`src/rtl/alu_exec_stage.sv`:
```
// Execute-stage ALU with a registered result behind a valid/ready handshake.
// Define ALU_FAST_SHIFT_EN to make SLL single-cycle (barrel shifter); otherwise SLL shifts 1 bit per cycle.
//
// state | meaning
// IDLE  | no result held, ready for a request
// SHIFT | serial SLL in progress, requests held off
// DONE  | result valid, waiting for out_ready
module alu_exec_stage #(
  parameter int WIDTH   = 32,
  parameter int SHAMT_W = 5
) (
  input  logic               clk,
  input  logic               reset,
  input  logic               in_valid,
  output logic               in_ready,
  input  logic [3:0]         alu_ctr,
  input  logic [WIDTH-1:0]   a,
  input  logic [WIDTH-1:0]   b,
  input  logic [SHAMT_W-1:0] shamt,
  output logic               out_valid,
  input  logic               out_ready,
  output logic [WIDTH-1:0]   result,
  output logic               zero,
  output logic               overflow,
  output logic               busy
);

  localparam logic [3:0] OP_AND  = 4'b0000;
  localparam logic [3:0] OP_OR   = 4'b0001;
  localparam logic [3:0] OP_ADD  = 4'b0010;
  localparam logic [3:0] OP_SUB  = 4'b0110;
  localparam logic [3:0] OP_SLT  = 4'b0111;
  localparam logic [3:0] OP_SLTU = 4'b0101;
  localparam logic [3:0] OP_SLL  = 4'b1000;

  typedef enum logic [1:0] {IDLE, SHIFT, DONE} state_t;

  state_t             state, state_nxt;
  logic               accept, start_shift, shift_last;
  logic [WIDTH-1:0]   sum, diff, op_result, shift_reg, shift_nxt;
  logic               op_ovf;
  logic [SHAMT_W-1:0] cnt;

  assign sum       = a + b;
  assign diff      = a - b;
  assign shift_nxt = shift_reg << 1;

  assign in_ready   = (state == IDLE) || ((state == DONE) && out_ready);
  assign accept     = in_valid && in_ready;
  assign out_valid  = (state == DONE);
  assign shift_last = (cnt == SHAMT_W'(1));

`ifdef ALU_FAST_SHIFT_EN
  assign start_shift = 1'b0;
  assign busy        = 1'b0;
`else
  assign start_shift = (alu_ctr == OP_SLL) && (shamt != '0);
  assign busy        = (state == SHIFT);
`endif

  always_comb begin
    op_result = '0;
    op_ovf    = 1'b0;
    case (alu_ctr)
      OP_AND:  op_result = a & b;
      OP_OR:   op_result = a | b;
      OP_ADD: begin
        op_result = sum;
        op_ovf    = (a[WIDTH-1] == b[WIDTH-1]) && (sum[WIDTH-1] != a[WIDTH-1]);
      end
      OP_SUB: begin
        op_result = diff;
        op_ovf    = (a[WIDTH-1] != b[WIDTH-1]) && (diff[WIDTH-1] != a[WIDTH-1]);
      end
      OP_SLT:  op_result = {{(WIDTH-1){1'b0}}, ($signed(a) < $signed(b))};
      OP_SLTU: op_result = {{(WIDTH-1){1'b0}}, (a < b)};
`ifdef ALU_FAST_SHIFT_EN
      OP_SLL:  op_result = b << shamt;
`else
      // serial path handles shamt != 0; only SLL-by-zero lands here
      OP_SLL:  op_result = b;
`endif
      default: op_result = '0;
    endcase
  end

  always_comb begin
    state_nxt = state;
    case (state)
      IDLE, DONE: begin
        if (accept) state_nxt = start_shift ? SHIFT : DONE;
        else if ((state == DONE) && out_ready) state_nxt = IDLE;
      end
      SHIFT:   if (shift_last) state_nxt = DONE;
      default: state_nxt = IDLE;
    endcase
  end

  always_ff @(posedge clk or posedge reset) begin
    if (reset) state <= IDLE;
    else       state <= state_nxt;
  end

  always_ff @(posedge clk or posedge reset) begin
    if (reset) begin
      result    <= '0;
      zero      <= 1'b1;
      overflow  <= 1'b0;
      shift_reg <= '0;
      cnt       <= '0;
    end else if (accept && start_shift) begin
      shift_reg <= b;
      cnt       <= shamt;
    end else if (accept) begin
      result    <= op_result;
      zero      <= (op_result == '0);
      overflow  <= op_ovf;
    end else if (state == SHIFT) begin
      shift_reg <= shift_nxt;
      cnt       <= cnt - SHAMT_W'(1);
      if (shift_last) begin
        result   <= shift_nxt;
        zero     <= (shift_nxt == '0);
        overflow <= 1'b0;
      end
    end
  end

endmodule

```
`config.mk`:
```
export PLATFORM = sky130hd
export DESIGN_NAME = alu_exec_stage
export DESIGN_NICKNAME = d
export VERILOG_FILES = /design/src/rtl/alu_exec_stage.sv
export SDC_FILE = /design/constraint.sdc
export NUM_CORES = 1
export LEC_CHECK = 0
export ABC_AREA = 1
export BUFFER_PORTS_ARGS = -buffer_cell sky130_fd_sc_hd__clkbuf_2
export CAP_MARGIN = 20
export CORE_MARGIN = 5
export CORE_UTILIZATION = 56
export CTS_CLUSTER_SIZE = 40
export DETAILED_ROUTE_END_ITERATION = 10
export PLACE_DENSITY = 0.77
export SKIP_LAST_GASP = 1
export SLEW_MARGIN = 10
export SYNTH_ARGS = -nofsm -noshare
export SYNTH_HDL_FRONTEND = slang
export SYNTH_SLANG_ARGS = --single-unit
```
`constraint.sdc`:
```
create_clock -name clk -period 4.2 [get_ports clk]
set_input_delay 0.21 -clock clk [delete_from_list [all_inputs] [get_ports clk]]
set_output_delay 0.21 -clock clk [all_outputs]
set_load 0.03 [all_outputs]
```
# Word level (Yosys, flattened, before mapping)
# Index checks and enable logic that the tools add are counted.
[op_classes] eq_ne=16 n_reduce_logical=19 bitwise_logic=3 muxes=22 add_sub_neg=3 order_cmp=2
[ops] operator="case mux 32 bit (7 select lines)" count=1
[ops] operator="2-to-1 mux 32 bit" count=3
[ops] operator="2-to-1 mux 31 bit" count=3
[ops] operator="logical NOT 32 bit" count=2
[ops] operator="< comparator 32 bit" count=2
[ops] operator="adder 32 bit" count=1
[ops] operator="AND 32 bit" count=1
[ops] operator="bitwise OR 32 bit" count=1
[ops] operator="subtractor 32 bit" count=1
[ops] operator="2-to-1 mux 5 bit" count=3
[ops] operator="== test 4 x 3 -> 1 bit, second input constant" count=3
[ops] operator="2-to-1 mux 2 bit" count=4
[ops] operator="logical AND 1 bit" count=6
[ops] operator="2-to-1 mux 1 bit" count=6
[ops] operator="nonzero test 2 bit" count=3
[ops] operator="== test 5 x 1 -> 1 bit, second input constant" count=1
[ops] operator="nonzero test 5 bit" count=1
[ops] operator="subtractor 5 x 1 -> 5 bit, second input constant" count=1
[ops] operator="== test 4 x 1 -> 1 bit, second input constant" count=1
[ops] operator="== test 4 x 2 -> 1 bit, second input constant" count=1
[ops] operator="== test 4 bit, second input constant" count=1
[ops] operator="logical NOT 4 bit" count=1
[ops] operator="!= test 2 x 1 -> 1 bit, second input constant" count=2
[ops] operator="case mux 2 bit (2 select lines)" count=1
[ops] operator="12 further kinds" count=15
[totals] ff_bits=72 word_cells=71 output_inout_bits=37 input_bits=77

# Logic depth before layout (Yosys ltp)
[depth] ltp_word=7 mapped_depth=22 ltp_nobuf=21

# Least setup slack after synthesis
# OpenSTA, ideal clock, no wires.
[synth_timing] path_kind="reg2reg" start="register state[1]" end="register result[22]" path_stages_with_launch=13 period_less_slack_ns=2.220 slack_ns=1.980 arrival_ns=2.096 path_cell_list="dfrtp_1 inv_1 nor2_1 nor2_1 nand2_1 inv_1 nand2_1 o21ai_2 inv_1 buf_2 buf_2 nand2_1 nand2_1"
[synth_between] elab_chain_cells=7 word_cells_on_any_way=12 classes_between="eq/ne (2); mux (1); bitwise (1); reduce/logical (8)"
[synth_lines] item="start, declared" line_no="38" text="state_t state, state_nxt;"
[synth_lines] item="start signal, assigned" line_no="101" text="else state <= state_nxt;"
[synth_lines] item="== test 2 bit" line_no="48" text="assign in_ready = (state == IDLE) || ((state == DONE) && out_ready);"
[synth_lines] item="logical AND 1 bit" line_no="48"
[synth_lines] item="logical OR 1 bit *" line_no="48"
[synth_lines] item="via in_ready" line_no="15" text="output logic in_ready,"
[synth_lines] item="logical AND 1 bit *" line_no="49" text="assign accept = in_valid && in_ready;"
[synth_lines] item="logical AND 1 bit" line_no="111" text="end else if (accept && start_shift) begin"
[synth_lines] item="NOT 1 bit (no line)"
[synth_lines] item="AND reduction 3 bit (no line)"
[synth_lines] item="end signal, assigned" line_no="115" text="result <= op_result;"
[synth_lines] item="end signal, assigned" line_no="122" text="result <= shift_nxt;"
[synth_lines] item="end, declared" line_no="22" text="output logic [WIDTH-1:0] result,"
# The timed path passes the listed nets; every way through them passes the cells marked *.
# A chain may end at the register's enable or synchronous reset.

# Final worst setup path
[layout_timing] start="input alu_ctr[1]" end="register result[14]"
[layout_between] elab_chain_cells=5 word_cells_on_any_way=13 classes_between="eq/ne (6); mux (2); bitwise (1); reduce/logical (4)"
[layout_lines] item="start, declared" line_no="16" text="input logic [3:0] alu_ctr,"
[layout_lines] item="parallel branches: the longest is 5 deep, another holds case mux 32 bit (7 select lines)"
# Parallel ways; which one is timed is not known.

==> results.md <==
* Status: finished, violations left
* Violated checks: negative hold slack
* Syn avg cell area at 5.733 um^2
* Multi-input combinational cell area at 6680 um^2
* Num rows at 48
* Crit path from: alu_ctr[1]
* # IOs at 114
* Reg2Reg Depth at 13
* Synth area leader: nand2_1
* Worst flop-to-flop path endpoint: result[4]
* Most used DFF post-synth: dfrtp_1
* Post-Synthesis Cells at 1,743
* Worst Hold Class: in2async
* R2r startpoint: state[1]
* Routability cong. at 1.014
* CTS Buf Count at 9
* Clk buf depth at 2
* GR Util All Layers at 35.56%
* Required time worst endpoint at 4450 ps
* Initial antenna violation count at 0
* CTS tree: yes
* Routed vias/inst at 5.643
* Clk pin slew, worst setup/hold paths at 60 ps
* Slew margin rel. at 31.60%
* Fillers at 1,720
* Critical path class: in2reg
* Worst-skew pair later-pin latency at 340 ps
* Final HPWL DP at 30,020 um
* Top cell type's share of synthesized area at 18.78%
* Core footprint at 17,420 um^2
* Post-CTS sizing at 0
* Root Driver: clkbuf_16
* Number of diodes at 0
* Min Hold Slack at -7.189 ps
* Port bufs at 113
* EDFF count, synth at 0
* Register-to-register setup slack at 1610 ps
* Max cap viols at 0
* Arr. time, crit path at 3130 ps
* Async S/R FF share, synth at 100.0%
* Nets at 1,997
* Vias in the first global route at 10,690
* Die width at 143.6 um
* DR vias at 11,552
* Inst Count DP at 2,031
* TNS Setup at 0 ps
* Share of cells above drive strength 1 at 10.92%
* Commonest non-fill, non-tap cell in the layout: nand2_1
* Register area at 1803 um^2
* Layout area overhead at 9.279%
* Pin count of the biggest net entering global routing at 48
* Routed wire length at 37,110 um
* PwrDens at 343.2 nW/um^2
* Max FFs per register at 32
* Peak supply drop at 0.0003620 V
* Crit end category: flip-flop
* DRT iter0 DRCs at 1,140
* Final cell count without fillers at 2,047
* Grt total ovfl at 0
* Cell variety after synth at 46
* Slew Limit Fails at 0
* Synth warn at 0
* Seq/Total Area, Yosys at 18.04%
* Seq cells post-synth at 72
* Max Freq at 347.7 MHz
* H-tree depth at 3
* Wire per inst at 18.13 um
* Fin crit share at 68.48%
* Pre-Repair DR Iteration Count at 6
* Synthesized net count at 1,923
* Final Hold Viols at 5
* Worst-margin pin slew at 1025 ps
* Fin crit period at 2876 ps
* Critical Path Sink: result[14]
* Die ar. at 20,610 um^2
* Routed Antenna Nets at 0
* Netlist Area Pre-Place at 9992 um^2
* Post-CTS Setup Inserts at 0
* Top post-synthesis cells by area: nand2_1, dfrtp_1, ha_1, inv_1, nand3_1
* # setup viols final at 0
* Initial Util at 57.37%
* Max FO, Critical Path at 30
* CP Launch Type: input port
* Setup Skew at 9.871 ps
* Most frequent cells in the layout: nand2_1, inv_1, nor2_1
* Hold-fix buffers, CTS at 0
* P_leak at 0.006263 uW
* Sink Count at 72
* RSZ-0062 raised after global routing: false
* Die H at 143.6 um
* DRC at 0
* First-pass GRT wire length at 56,710 um
==> stage by stage <==
| stage | cell area [um^2] | util (%) | power, uW | setup slack [ps] | hold slack, ps |
|---|---|---|---|---|---|
| 2_1_floorplan | 9992 | - | 2386 | 1980 | 296.3 |
| 3_3_place_gp | 10640 | 61.07 | 2913 | 1187 | 374.4 |
| 3_5_place_dp | 10640 | 61.07 | 2945 | 1104 | 381.8 |
| 4_1_cts | 10920 | 62.69 | 3714 | 1462 | 16.33 |
| 5_1_grt | 10920 | 62.69 | 4003 | 1149 | 60.75 |
| 6_report | 10920 | 62.69 | 3747 | 1324 | -7.189 |
==> how the worst min path moves through the flow <==
stage / from / end / slack (ps) / depth (start not counted)
final: reset / shift_reg[8] / -7 / 2
after global routing: reset / shift_reg[6] / 60 / 2
after CTS: reset / shift_reg[5] / 20 / 2
after detailed placement: reset / shift_reg[5] / 380 / 2
after global placement: reset / shift_reg[6] / 370 / 2
after floorplan: out_ready / state[1] / 300 / 1
==> critical path: stages <==
cell and delay, ps:
clkbuf_2 120, nor2_1 200, nand3_2 250, inv_2 630
o41ai_1 280, nand2_1 160, o21ai_2 210, inv_1 310
buf_4 380, buf_4 240, nand2_1 60, o21ai_0 70
==> Yosys cell counts, drive strengths merged (3+ instances only) <==
| cell | n |
|---|---|
| nor4 | 5 |
| o21ai | 126 |
| buf | 39 |
| a21oi | 92 |
| o211ai | 3 |
| dfrtp | 71 |
| inv | 328 |
| o21bai | 7 |
| nand4 | 13 |
| nor3 | 24 |
| xnor2 | 3 |
| ha | 101 |
| nand2 | 512 |
| a221oi | 5 |
| nor2 | 176 |
| clkbuf | 21 |
| o22ai | 29 |
| o221ai | 5 |
| nand3 | 164 |
==> final cells by class <==
class                   count  area share [%]
clock inverters             3          0.3896
inverters                 328           11.28
repair buffers            123           5.867
multi-input cells        1283           61.18
flip-flops and latches     72           16.51
clock buffers              13           2.200
well taps                 225           2.578
==> layer usage <==
metal	GRT usage, %	vias up	routed length, um
met5	0	-	0
met4	16.20	0	1969
met3	6.489	115	3535
met2	58.45	623	17030
met1	45.50	5175	14570
li1	-	5639	-
==> kinds of logic after synthesis <==
family / synth area share (%)
AND/OR/NAND/NOR: 37.94
flip-flops: 18.04
AO/OA/AOI/OAI: 15.33
XOR/XNOR: 0.4383
buffers and inverters: 15.20
adder cells (fa/ha/maj): 13.05
==> report_power, final <==
part | switching (uW) | internal [uW] | leakage, uW
combinational | 1240 | 565 | 0.00525
clock | 294 | 460 | 0.000134
sequential | 227 | 962 | 0.000883
total | 1760 | 1990 | 0.00626
Note: power is estimated with default switching activity, not from simulation.
